--- config.mk ---
export PLATFORM = sky130hd
export DESIGN_NAME = reel_renderer
export DESIGN_NICKNAME = d
export VERILOG_FILES = /design/src/rtl/reel_renderer.sv
export SDC_FILE = /design/constraint.sdc
export NUM_CORES = 1
export LEC_CHECK = 0
export CORE_MARGIN = 4
export CORE_UTILIZATION = 55
export CTS_BUF_LIST = sky130_fd_sc_hd__clkbuf_4
export DETAILED_ROUTE_END_ITERATION = 6
export GPL_TIMING_DRIVEN = 0
export MAX_ROUTING_LAYER = met4
export PLACE_DENSITY_LB_ADDON = 0.12
export SLEW_MARGIN = 10
export SYNTH_ARGS = -nofsm -noshare
export SYNTH_HDL_FRONTEND = slang
export SYNTH_SLANG_ARGS = --single-unit
--- constraint.sdc ---
create_clock -name clk -period 3 [get_ports clk]
set_input_delay 0.75 -clock clk [delete_from_list [all_inputs] [get_ports clk]]
set_output_delay 0.75 -clock clk [all_outputs]
set_load 0.02 [all_outputs]
--- src/rtl/reel_renderer.sv ---
// reel_renderer
//   Maps the VGA raster onto three vertically scrolling reel windows, drives
//   the sprite ROM address (symbol + x/y inside the 64x64 sprite), and turns
//   the ROM pixel returned one cycle later into a 3-bit RGB stream whose syncs
//   and video_on are delayed to line up with it. Also holds the per-reel
//   spin/stop animation, stepped once per frame_tick.
//
//   Optional feature: define REEL_PAYLINE_EN to paint row 32 of every reel
//   window red (3'b100) as a payline overlay.
//
// Ports
//   clk, reset_n                     pixel clock, async active-low reset
//   hcount, vcount, video_on         raster position / active-video flag
//   hsync_in, vsync_in               raw syncs
//   frame_tick, spin_start           frame pulse, spin request
//   target0..2                       stop symbol per reel (7 treated as 6)
//   pixel_rgb                        ROM pixel, one cycle after the address
//   sprite_idx, x/y_in_sprite        ROM address (registered)
//   rgb_out, hsync_out, vsync_out,
//   video_on_out                     output pixel stream, 3 cycles after raster
//   busy, done                       any reel animating / last reel stopped
module reel_renderer #(
  parameter int unsigned REEL_X0    = 128,
  parameter int unsigned REEL_Y0    = 208,
  parameter int unsigned REEL_GAP   = 16,
  parameter int unsigned SPEED      = 8,
  parameter int unsigned MIN_FRAMES = 60,
  parameter int unsigned STAGGER    = 20,
  parameter logic [2:0]  BG_RGB     = 3'b000
) (
  input  logic       clk,
  input  logic       reset_n,
  input  logic [9:0] hcount,
  input  logic [9:0] vcount,
  input  logic       video_on,
  input  logic       hsync_in,
  input  logic       vsync_in,
  input  logic       frame_tick,
  input  logic       spin_start,
  input  logic [2:0] target0,
  input  logic [2:0] target1,
  input  logic [2:0] target2,
  input  logic [2:0] pixel_rgb,
  output logic [2:0] sprite_idx,
  output logic [5:0] x_in_sprite,
  output logic [5:0] y_in_sprite,
  output logic [2:0] rgb_out,
  output logic       hsync_out,
  output logic       vsync_out,
  output logic       video_on_out,
  output logic       busy,
  output logic       done
);

  localparam int unsigned STRIP_ROWS = 448;   // 7 symbols x 64 rows
  localparam int unsigned WIN        = 64;
  localparam int unsigned PITCH      = WIN + REEL_GAP;

  typedef enum logic [1:0] {IDLE, SPIN, STOPPING, STOPPED} reel_state_t;

  logic [8:0] target_all;
  logic [2:0] hit;
  logic [2:0] active_vec;
  logic [2:0] stopped_next;
  logic [26:0] row_flat;     // 9-bit strip row per reel
  logic [17:0] x_flat;       // 6-bit window x offset per reel
  logic        in_rows;
  logic [5:0]  row_off;
  logic        spin_accept;

  assign target_all  = {target2, target1, target0};
  assign in_rows     = (vcount >= 10'(REEL_Y0)) && (vcount < 10'(REEL_Y0 + WIN));
  assign row_off     = 6'(vcount - 10'(REEL_Y0));
  assign busy        = |active_vec;
  assign spin_accept = spin_start && !busy;

  genvar gi;
  for (gi = 0; gi < 3; gi++) begin : g_reel
    localparam int unsigned X_LO        = REEL_X0 + gi * PITCH;
    localparam logic [7:0]  STOP_FRAMES = 8'(MIN_FRAMES + gi * STAGGER);

    reel_state_t state_reg, state_next;
    logic [8:0]  pos_reg, pos_next;
    logic [7:0]  frames_reg, frames_next;
    logic [2:0]  target_reg, target_next;
    logic [8:0]  pos_step;
    logic [9:0]  row_sum;
    logic [2:0]  target_in;

    assign hit[gi] = in_rows && (hcount >= 10'(X_LO)) && (hcount < 10'(X_LO + WIN));
    assign x_flat[gi*6 +: 6] = 6'(hcount - 10'(X_LO));

    // Strip row under this raster line, wrapped onto the 448-row strip.
    assign row_sum = {1'b0, pos_reg} + {4'b0, row_off};
    assign row_flat[gi*9 +: 9] = (row_sum >= 10'(STRIP_ROWS)) ?
                                 9'(row_sum - 10'(STRIP_ROWS)) : row_sum[8:0];

    assign pos_step = (pos_reg >= 9'(STRIP_ROWS - SPEED)) ?
                      pos_reg - 9'(STRIP_ROWS - SPEED) : pos_reg + 9'(SPEED);

    // Symbol 7 does not exist on the strip; clamp to the last symbol.
    assign target_in = (target_all[gi*3 +: 3] == 3'd7) ? 3'd6 : target_all[gi*3 +: 3];

    assign active_vec[gi]   = (state_reg == SPIN) || (state_reg == STOPPING);
    assign stopped_next[gi] = (state_next == STOPPED);

    always_ff @(posedge clk or negedge reset_n) begin
      if (!reset_n) begin
        state_reg  <= IDLE;
        pos_reg    <= '0;
        frames_reg <= '0;
        target_reg <= '0;
      end else begin
        state_reg  <= state_next;
        pos_reg    <= pos_next;
        frames_reg <= frames_next;
        target_reg <= target_next;
      end
    end

    // An accepted spin wins over a coincident tick: stepping starts next tick.
    always_comb begin
      state_next  = state_reg;
      pos_next    = pos_reg;
      frames_next = frames_reg;
      target_next = target_reg;
      if (spin_accept) begin
        state_next  = SPIN;
        frames_next = '0;
        target_next = target_in;
      end else if (frame_tick) begin
        case (state_reg)
          SPIN: begin
            pos_next    = pos_step;
            frames_next = frames_reg + 8'd1;
            if (frames_reg + 8'd1 == STOP_FRAMES) state_next = STOPPING;
          end
          STOPPING: begin
            pos_next = pos_step;
            // SPEED divides 64, so the symbol boundary is landed on exactly.
            if (pos_step == {target_reg, 6'd0}) state_next = STOPPED;
          end
          default: ;
        endcase
      end
    end
  end

  // Windows never overlap, so at most one reel contributes the address.
  logic [8:0] sel_row;
  logic [5:0] sel_x;
  logic       any_hit;
  always_comb begin
    sel_row = '0;
    sel_x   = '0;
    any_hit = |hit;
    for (int i = 0; i < 3; i++) begin
      if (hit[i]) begin
        sel_row = row_flat[i*9 +: 9];
        sel_x   = x_flat[i*6 +: 6];
      end
    end
  end

  logic hit_d1, hit_d2, vid_d1, vid_d2, hs_d1, hs_d2, vs_d1, vs_d2;
`ifdef REEL_PAYLINE_EN
  logic pay_d1, pay_d2;
  always_ff @(posedge clk or negedge reset_n) begin
    if (!reset_n) begin
      pay_d1 <= 1'b0;
      pay_d2 <= 1'b0;
    end else begin
      pay_d1 <= any_hit && (row_off == 6'd32);
      pay_d2 <= pay_d1;
    end
  end
`endif

  always_ff @(posedge clk or negedge reset_n) begin
    if (!reset_n) begin
      sprite_idx   <= '0;
      x_in_sprite  <= '0;
      y_in_sprite  <= '0;
      hit_d1       <= 1'b0;
      hit_d2       <= 1'b0;
      vid_d1       <= 1'b0;
      vid_d2       <= 1'b0;
      hs_d1        <= 1'b0;
      hs_d2        <= 1'b0;
      vs_d1        <= 1'b0;
      vs_d2        <= 1'b0;
      rgb_out      <= '0;
      hsync_out    <= 1'b0;
      vsync_out    <= 1'b0;
      video_on_out <= 1'b0;
      done         <= 1'b0;
    end else begin
      sprite_idx   <= any_hit ? sel_row[8:6] : 3'd0;
      x_in_sprite  <= any_hit ? sel_x        : 6'd0;
      y_in_sprite  <= any_hit ? sel_row[5:0] : 6'd0;
      hit_d1       <= any_hit;
      hit_d2       <= hit_d1;
      vid_d1       <= video_on;
      vid_d2       <= vid_d1;
      hs_d1        <= hsync_in;
      hs_d2        <= hs_d1;
      vs_d1        <= vsync_in;
      vs_d2        <= vs_d1;
      hsync_out    <= hs_d2;
      vsync_out    <= vs_d2;
      video_on_out <= vid_d2;
      if (!vid_d2)      rgb_out <= 3'd0;
`ifdef REEL_PAYLINE_EN
      else if (pay_d2)  rgb_out <= 3'b100;
`endif
      else if (hit_d2)  rgb_out <= pixel_rgb;
      else              rgb_out <= BG_RGB;
      // Pulses on the edge where the last animating reel lands.
      done         <= busy && (&stopped_next);
    end
  end

endmodule

==> results.toml <==
[critical_path]
worst-path-stages = 16
r2r_cells = 13
worstPathRequired_ns = 3.33
cp.arrival_ns = 3.26
r2r_start = "g_reel[2].pos_reg[3]"
path_cells = "buf_12 -> clkinvlp_4 -> ha_4 -> inv_6 -> ha_4 -> a211oi_4 -> nor2_2 -> xnor2_2 -> inv_2 -> ha_4 -> nand2b_4 -> nor4_4 -> nand3b_1 -> mux2i_1 -> o21a_1 -> a31oi_1"
crit_buf_inv = 4
r2r_slack_ns = 0.16
path_class = "in -> reg"
end_kind = "flop"
r2r-end = "sprite_idx[1]"
worst_setup_path_start_kind = "input port"
cpPeakStageDelay_ns = 0.30
crit_slowest_cell = "ha_4"
worstPathMaxFanout = 4
critPathTopFamily = "simple AND/OR/NAND/NOR gates"
critPathMostFrequentCell = "ha_4"

[clocking]
htreeDepth = 3
hold_buffers = 0
cts.clk_slew.worst_paths_ns = 0.15
clock_latency_ns = 0.47
cts-root-buf = "clkbuf_4"
clock_sinks = 87
cts_tree = "built"
clockBufferDepth = 2
numCtsBuffers = 9

[logic_synthesis]
syn_area_mm2 = 0.00531
ys.flop_type = "dfrtp_1"
ys.warnings.count = 0
synth.net_count = 641
avgSynthCellArea_um2 = 9.37
synth_cell_types = 65
synth_edf_count = 0
synth-seq-cells = 87
synthTopCellsByArea = "dfrtp_1, ha_1, xnor2_1"
ys_seq_area_share_pct = 41.0
synth_top_cell_by_area = "dfrtp_1"
synth_top_cell_area_share_pct = 41.0
async_reset_ff_share_pct = 100
syn_inst = 567

[final_layout]
fill_cells = 727
final_area_mm2 = 0.00661
largest_register_ffs = 24
drive_gt1_share_pct = 12.6
layout.nets = 729
multi_input_area_mm2 = 0.00317
area_delta_synth_final_pct = 24.5
antennaDiodeCount = 0
regArea_mm2 = 0.00218

[floorplanning]
die-height_um = 106
io_pins = 62
core-area_mm2 = 0.00933
rows = 35
die_area_mm2 = 0.0113
fp.dieW_um = 106
initial_utilization_pct = 56.9

[placed_design]
port_buffers = 61
pre_cts_slack_ns = -1.27
dp_hpwl_um = 9090
placed_cell_area_mm2 = 0.00624
gp_congestion = 0.914

[sta]
tightest_slew_ns = 0.604
rsz0062_at_grt = "yes"
setup_slack_ns = 0.0768
period_needed_ns = 2.92
finalSetupViolations = 0
hold_viol = 0
drv_slew = 0
fmax_ghz = 0.342
fin_crit_sh_pct = 97.4
skew_ns = 0.0178
slew_headroom_pct = 59.6

[pwr]
cellPowerDensity_mw_per_mm2 = 711
switchingPower_uw = 2040
power_frac_seq_pct = 35.8
switching_share_pct = 43.5
peakVddDrop_v = 0.000411
p_int_uw = 2660
pwr-share-comb_pct = 50.1
pwr-share-clk_pct = 14.1
leakage_uw = 0.00283

[detailed_routing]
wl_per_cell_um = 16.1
vias = 4599
drc_errors = 0
dr.first_iter.drc_count = 233
final_antenna_net_count = 0
wl_um = 12700
via_per_inst = 5.83
first_pass_iters = 5

[grt]
grt.met2_usage_pct = 39.8
grt_pass1_vias = 4551
overflow = 0
grtUsageMet3_pct = 3.58
grt_pass1_wl_um = 20700
busiest_layer = "met2"
use_met1_pct = 28.6
antenna_found_initial = 0
grt_max_degree = 67
grt_usage_pct = 23.3

[job]
maxCapViolations = 0

[status]
status = "completed"

[hold_path]
hp-class = "in -> async"
[synth_stat cells, drive strengths merged (12+ instances only)]
cell    count
dfrtp      87
nand3      23
xnor2      36
inv        32
nand2      60
ha         32
o21ai      26
xor2       12
nor3       13
a21oi      34
nor2       35
clkbuf     22
nor2b      13
[final cells by class]
cell class                 count  share of cell area [%]
multi-input combinational    424                    48.0
tap                          129                    2.44
buffer                        24                    1.38
sequential                    87                    32.9
clock inverter                 7                   0.927
clock buffer                   9                    1.02
inverter                      32                    1.95
timing repair buffer          77                    11.3
[per-layer routing]
layer / wire length, um / share of wire [%]
met5: 0 / 0
met4: 250 / 2.0
met3: 694 / 5.5
met2: 6300 / 50
met1: 5470 / 43
[cell usage in the layout (no fill, tap or decap), types with 8 or more instances in the layout]
cell type / instances
a21oi_1: 32
and3_1: 10
buf_4: 16
clkbuf_1: 22
clkbuf_4: 9
clkdlybuf4s50_1: 57
dfrtp_1: 86
ha_1: 23
inv_1: 28
mux2i_1: 8
nand2_1: 60
nand3_1: 22
nand4_1: 9
nor2_1: 32
nor2b_1: 11
nor3_1: 10
o21ai_0: 21
xnor2_1: 33
xor2_1: 12
[cells by family after synthesis]
kind of cell / Yosys count / synth area share [%]
and+or+nand+nor: 210 / 21.3
AOI/OAI and AO/OA: 123 / 15.6
DFF: 87 / 41.0
buffers and inverters: 56 / 3.98
xor gates and xnor gates: 48 / 7.92
adders and majority gates: 35 / 8.67
muxes: 8 / 1.51
[metrics by stage]
stage	cells	setup TNS, ns	utilization, %	hold slack, ns	power (uW)
after global placement	757	-179.56	66.6	0.336	3620
after detailed placement	758	-8.96	66.9	0.340	3730
after CTS	783	0	69.7	0.166	4560
after global routing	789	-0.0682	70.9	0.181	5030
after floorplan	567	-0.0568	-	0.331	3190
final	789	0	70.9	0.168	4700
[worst max-delay path by stage]
stage / from / endpoint / slack (ns)
floorplan: vcount[4] / sprite_idx[2] / -0.04
global placement: reset_n / g_reel[1].frames_reg[3] / -1.98
detailed placement: vcount[4] / sprite_idx[0] / -1.27
CTS: hcount[5] / sprite_idx[0] / 0.05
global route: vcount[4] / sprite_idx[1] / -0.04
finish: vcount[4] / sprite_idx[1] / 0.08
[power by group through the flow]
stage / combinational [uW] / sequential, uW / clock, uW
after floorplan: 1570 / 1630 / 0
after global placement: 1950 / 1670 / 0
after detailed placement: 2040 / 1690 / 0
after CTS: 2210 / 1670 / 676
after global routing: 2590 / 1710 / 722
final: 2360 / 1680 / 665
[what timing repair did]
item | 4_1_cts | 5_1_grt
pin swaps | 16 | 7
gates resized for setup | 22 | 22
setup endpoints to repair | 4 | 12
setup buffers | 9 | 6
Note: power is estimated with default switching activity, not from simulation.
==> edit 1: new RTL, same settings <==
Build with the macro `REEL_PAYLINE_EN` defined.
--- a/src/rtl/reel_renderer.sv
+++ b/src/rtl/reel_renderer.sv
@@ -21,2 +21,4 @@
 //   busy, done                       any reel animating / last reel stopped
+`define REEL_PAYLINE_EN
+
 module reel_renderer #(
Check against the original RTL: not equivalent (a bounded check fails within 4 cycles, from zero or initial values and one cycle with reset_n low).
==> edit 1 against the unedited design <==
  * Critical path depth shrank 1
  * Worst setup slack lost 97 ps
  * Largest cell class unchanged
  * Synthesized cell count grew 2.8%
  * Synthesized area grew 4.3%
  * Design area grew 1.3%
  * Sequential share of layout area grew 0.31 points
  * The run now ends with negative setup slack left
  * Total power grew 0.35%
  * Sequential cell count grew 2
  * First-iteration DRC count grew 10%
  * Maximum frequency shrank 3.2%
  * Highest routed layer unchanged
  * Via count shrank 0.33%
  * Core utilization shrank 2.3 points
  * Wire length shrank 3.0%
==> edit 1: results (changes against the unedited design) <==
metric;value;unit;change
Setup WS post-layout;-20.2;ps;was 76.8 ps
HPWL after detailed placement;9260;um;was 9090 um
Final Non-Filler Cells;800;;was 789
status;complete, but fails checks;;was complete, no violations
Clock Skews;13.5;ps;was 17.8 ps
CP max FO;5;;was 4
WHS;197;ps;was 168 ps
largest net degree at the start of global routing;62;;was 67
Worst path max stage delay;380;ps;was 300 ps
placer's final routability congestion estimate;0.887;;was 0.914
synth top area cells;dfrtp_1 40%, ha_1 7.5%, nand2_1 4.4%;;was dfrtp_1 41%, ha_1 7.5%, xnor2_1 5.9%
Placed Cells;778;;was 758
met3 routed WL;593;um;was 694 um
routed len/inst;15.4;um;was 16.1 um
critical path arrival;3400;ps;was 3260 ps
synth cell count leaders;89 x dfrtp_1, 65 x nand2_1, 49 x nor2_1;;was 87 x dfrtp_1, 60 x nand2_1, 36 x xnor2_1
met3 Use GR;0.0334;;was 0.0358
WL met2;6000;um;was 6300 um
critical path's slowest cell;a311oi_2;;was ha_4
sum of negative setup slack;-20.2;ps;was 0 ps
failing checks;negative setup slack;;
crit-path leading delay family;compound AO/OA/AOI/OAI gates;;was simple AND/OR/NAND/NOR gates
Leakage;0.00296;uW;was 0.00283 uW
Mean Syn Cell Area;9.50;um^2;was 9.37 um^2
sequential area share after synthesis;0.402;;was 0.410
initial drt markers;257;;was 233
Final Setup Violations;1;;was 0
Worst R2R Start;g_reel[1].pos_reg[3];;was g_reel[2].pos_reg[3]
r2r setup slk;20;ps;was 160 ps
Vias;4584;;was 4,599
M2 GR Usage;0.382;;was 0.398
Distinct cells, synth;76;;was 65
number of fill cells;792;;was 727
dpl ws;-1310;ps;was -1270 ps
headroom to the max-slew limit;0.540;;was 0.596
Nets;738;;was 729
GR Util met1;0.270;;was 0.286
edit 1: cells by family after synthesis:
logic type / Yosys count / share of synthesized area
compound gates: 121 / 0.162
xor+xnor: 49 / 0.0775
fa+ha+maj: 36 / 0.0854
buf+inv: 49 / 0.0361
flops: 89 / 0.402
mux: 12 / 0.0221
simple gates: 227 / 0.215
edit 1: where the power goes:
part           switching (uW)  total (uW)  internal, uW
registers                 286        1700          1420
logic                    1200        2170           971
clock network             411         840           429
total                    1900        4720          2820
edit 1: timing repair:
action,CTS,global route
pin swaps,3,8
resized for setup,18,12
buffers inserted,2,5
gates cloned,0,0
setup endpoints to repair,4,3
hold buffers,0,0
edit 1: final cells by class:
class	count	area share
flip-flops and latches	89	0.333
repair buffers	69	0.105
plain buffers	24	0.0159
inverters	25	0.0153
clock buffers	10	0.0112
clock inverters	5	0.0155
multi-input cells	445	0.480
well taps	133	0.0248
==> edit 2: new RTL, same flow settings <==
Made on the original files. The 4 states of `reel_state_t` get a one-hot encoding in 4 bits.
--- a/src/rtl/reel_renderer.sv
+++ b/src/rtl/reel_renderer.sv
@@ -58,3 +58,3 @@
 
-  typedef enum logic [1:0] {IDLE, SPIN, STOPPING, STOPPED} reel_state_t;
+  typedef enum logic [3:0] {IDLE = 4'b0001, SPIN = 4'b0010, STOPPING = 4'b0100, STOPPED = 4'b1000} reel_state_t;
 
Formal check against the unedited RTL: no difference found for any inputs over 4 cycles, from zero or initial values and one cycle with reset_n low; so few cycles prove little.
==> edit 2 against the unedited design <==
  * Wire length shrank 0.56%
  * Count of clock-buffer cells in the layout grew 2
  * Non-clock buffer count fell by 4
  * Sequential cell count is 6 higher
  * Register-to-register slack lost 20 ps
  * Sequential power increased by 14%
  * Worst setup slack lost 44 ps
  * Design area grew 1.3%
  * Die area grew 1.3%
  * Maximum frequency down 1.5%
  * Total power grew 19%
  * Global-route usage down 0.26 points
  * Synthesized area is 1.4% higher
  * Combinational power rose by 25%
==> edit 2: results (changes against the unedited design) <==
metric;value;unit;change
status;complete, no violations;;unchanged
HPWL after detailed placement;8790;um;was 9090 um
number of fill cells;734;;was 727
CP max FO;5;;was 4
placer's final routability congestion estimate;0.909;;was 0.914
Tightest Pin Transition;752;ps;was 604 ps
critical path's slowest cell;a31oi_2;;was ha_4
sequential area share after synthesis;0.433;;was 0.410
Area growth, synth to finish;24.5;%;about the same
critical path endpoint;sprite_idx[0];;was sprite_idx[1]
largest net degree at the start of global routing;54;;was 67
DRT Pass-1 Iters;6;;was 5
syn_nets;637;;was 641
Clock Latency Late Sink;440;ps;was 470 ps
routed len/inst;15.9;um;was 16.1 um
first-pass GRT wire length;20700;um;about the same
Nets;727;;was 729
overall fraction of global-route tracks in use;0.231;;was 0.233
Worst R2R Start;g_reel[1].pos_reg[3];;was g_reel[2].pos_reg[3]
Clock Skews;18.0;ps;was 17.8 ps
layout cells sized above 1;0.156;;was 0.126
synth cell count leaders;90 x dfrtp_1, 69 x nand2_1, 51 x nor2_1;;was 87 x dfrtp_1, 60 x nand2_1, 36 x xnor2_1
vias in the first global route;4583;;was 4,551
Leakage;0.00283;uW;about the same
crit-path leading delay family;compound AO/OA/AOI/OAI gates;;was simple AND/OR/NAND/NOR gates
sw power;2370;uW;was 2040 uW
critical path arrival;3340;ps;was 3260 ps
r2r setup slk;140;ps;was 160 ps
asr flop ratio synth;1.00;;unchanged
VDD IR max;0.436;mV;was 0.411 mV
via/cell ratio;5.70;;was 5.83
Setup WS post-layout;33.3;ps;was 76.8 ps
initial drt markers;227;;was 233
Distinct cells, synth;69;;was 65
synth top area cells;dfrtp_1 42%, ha_1 5.3%, nand2_1 4.8%;;was dfrtp_1 41%, ha_1 7.5%, xnor2_1 5.9%
worst reg-to-reg path cell count;14;;was 13
placed cell areas;6270;um^2;was 6240 um^2
edit 2: cell count changes in the layout (fill, tap and decap cells not counted), sizes merged, moves of 8 or more:
cell and delta:
nor2 +16, ha -9, clkbuf -10, inv -10
buf +8, xor2 +12, and2 +11, xnor2 -10
a21oi -9, nand2 +9
edit 2: cells by family after synthesis:
group,after synthesis,synth area share
buffers and inverters,43,0.0332
adder cells (fa/ha/maj),27,0.0665
AO/OA/AOI/OAI,107,0.132
multiplexers,11,0.0214
AND/OR/NAND/NOR,241,0.232
XOR/XNOR,50,0.0814
flip-flops,93,0.433
edit 2: layout make-up:
class / instances / share of cell area
Sequential cell: 93 / 0.349
Tap cell: 129 / 0.0241
Multi-Input combinational cell: 436 / 0.465
Buffer: 18 / 0.0127
Clock inverter: 5 / 0.00878
Inverter: 25 / 0.0151
Timing Repair Buffer: 79 / 0.113
Clock buffer: 11 / 0.0123
edit 2: through the flow:
| stage | instances | hold WS, ps |
|---|---|---|
| floorplan | 572 | 331 |
| global placement | 762 | 332 |
| detailed placement | 763 | 336 |
| CTS | 792 | 256 |
| global route | 796 | 263 |
| finish | 796 | 264 |
edit 2: repair_timing:
item	CTS	global route
setup endpoints to repair	4	7
gates resized for setup	19	33
buffers inserted	13	4
pin swaps	9	9
edit 2: layer usage:
metal | vias to the layer above | GRT usage | share of wire
met3 | 37 | 0.0506 | 0.054
met4 | 0 | 0.0950 | 0.029
li1 | 2202 | - | -
met1 | 2164 | 0.269 | 0.42
met5 | - | - | 0
met2 | 134 | 0.388 | 0.50
edit 2: power groups by stage:
stage	Combinational [uW]	Sequential [uW]	Clock, uW
after floorplan	1910	1860	0
after global placement	2300	1920	0
after detailed placement	2410	1950	0
after CTS	2650	1920	717
after global routing	3280	1980	778
final	2960	1920	696
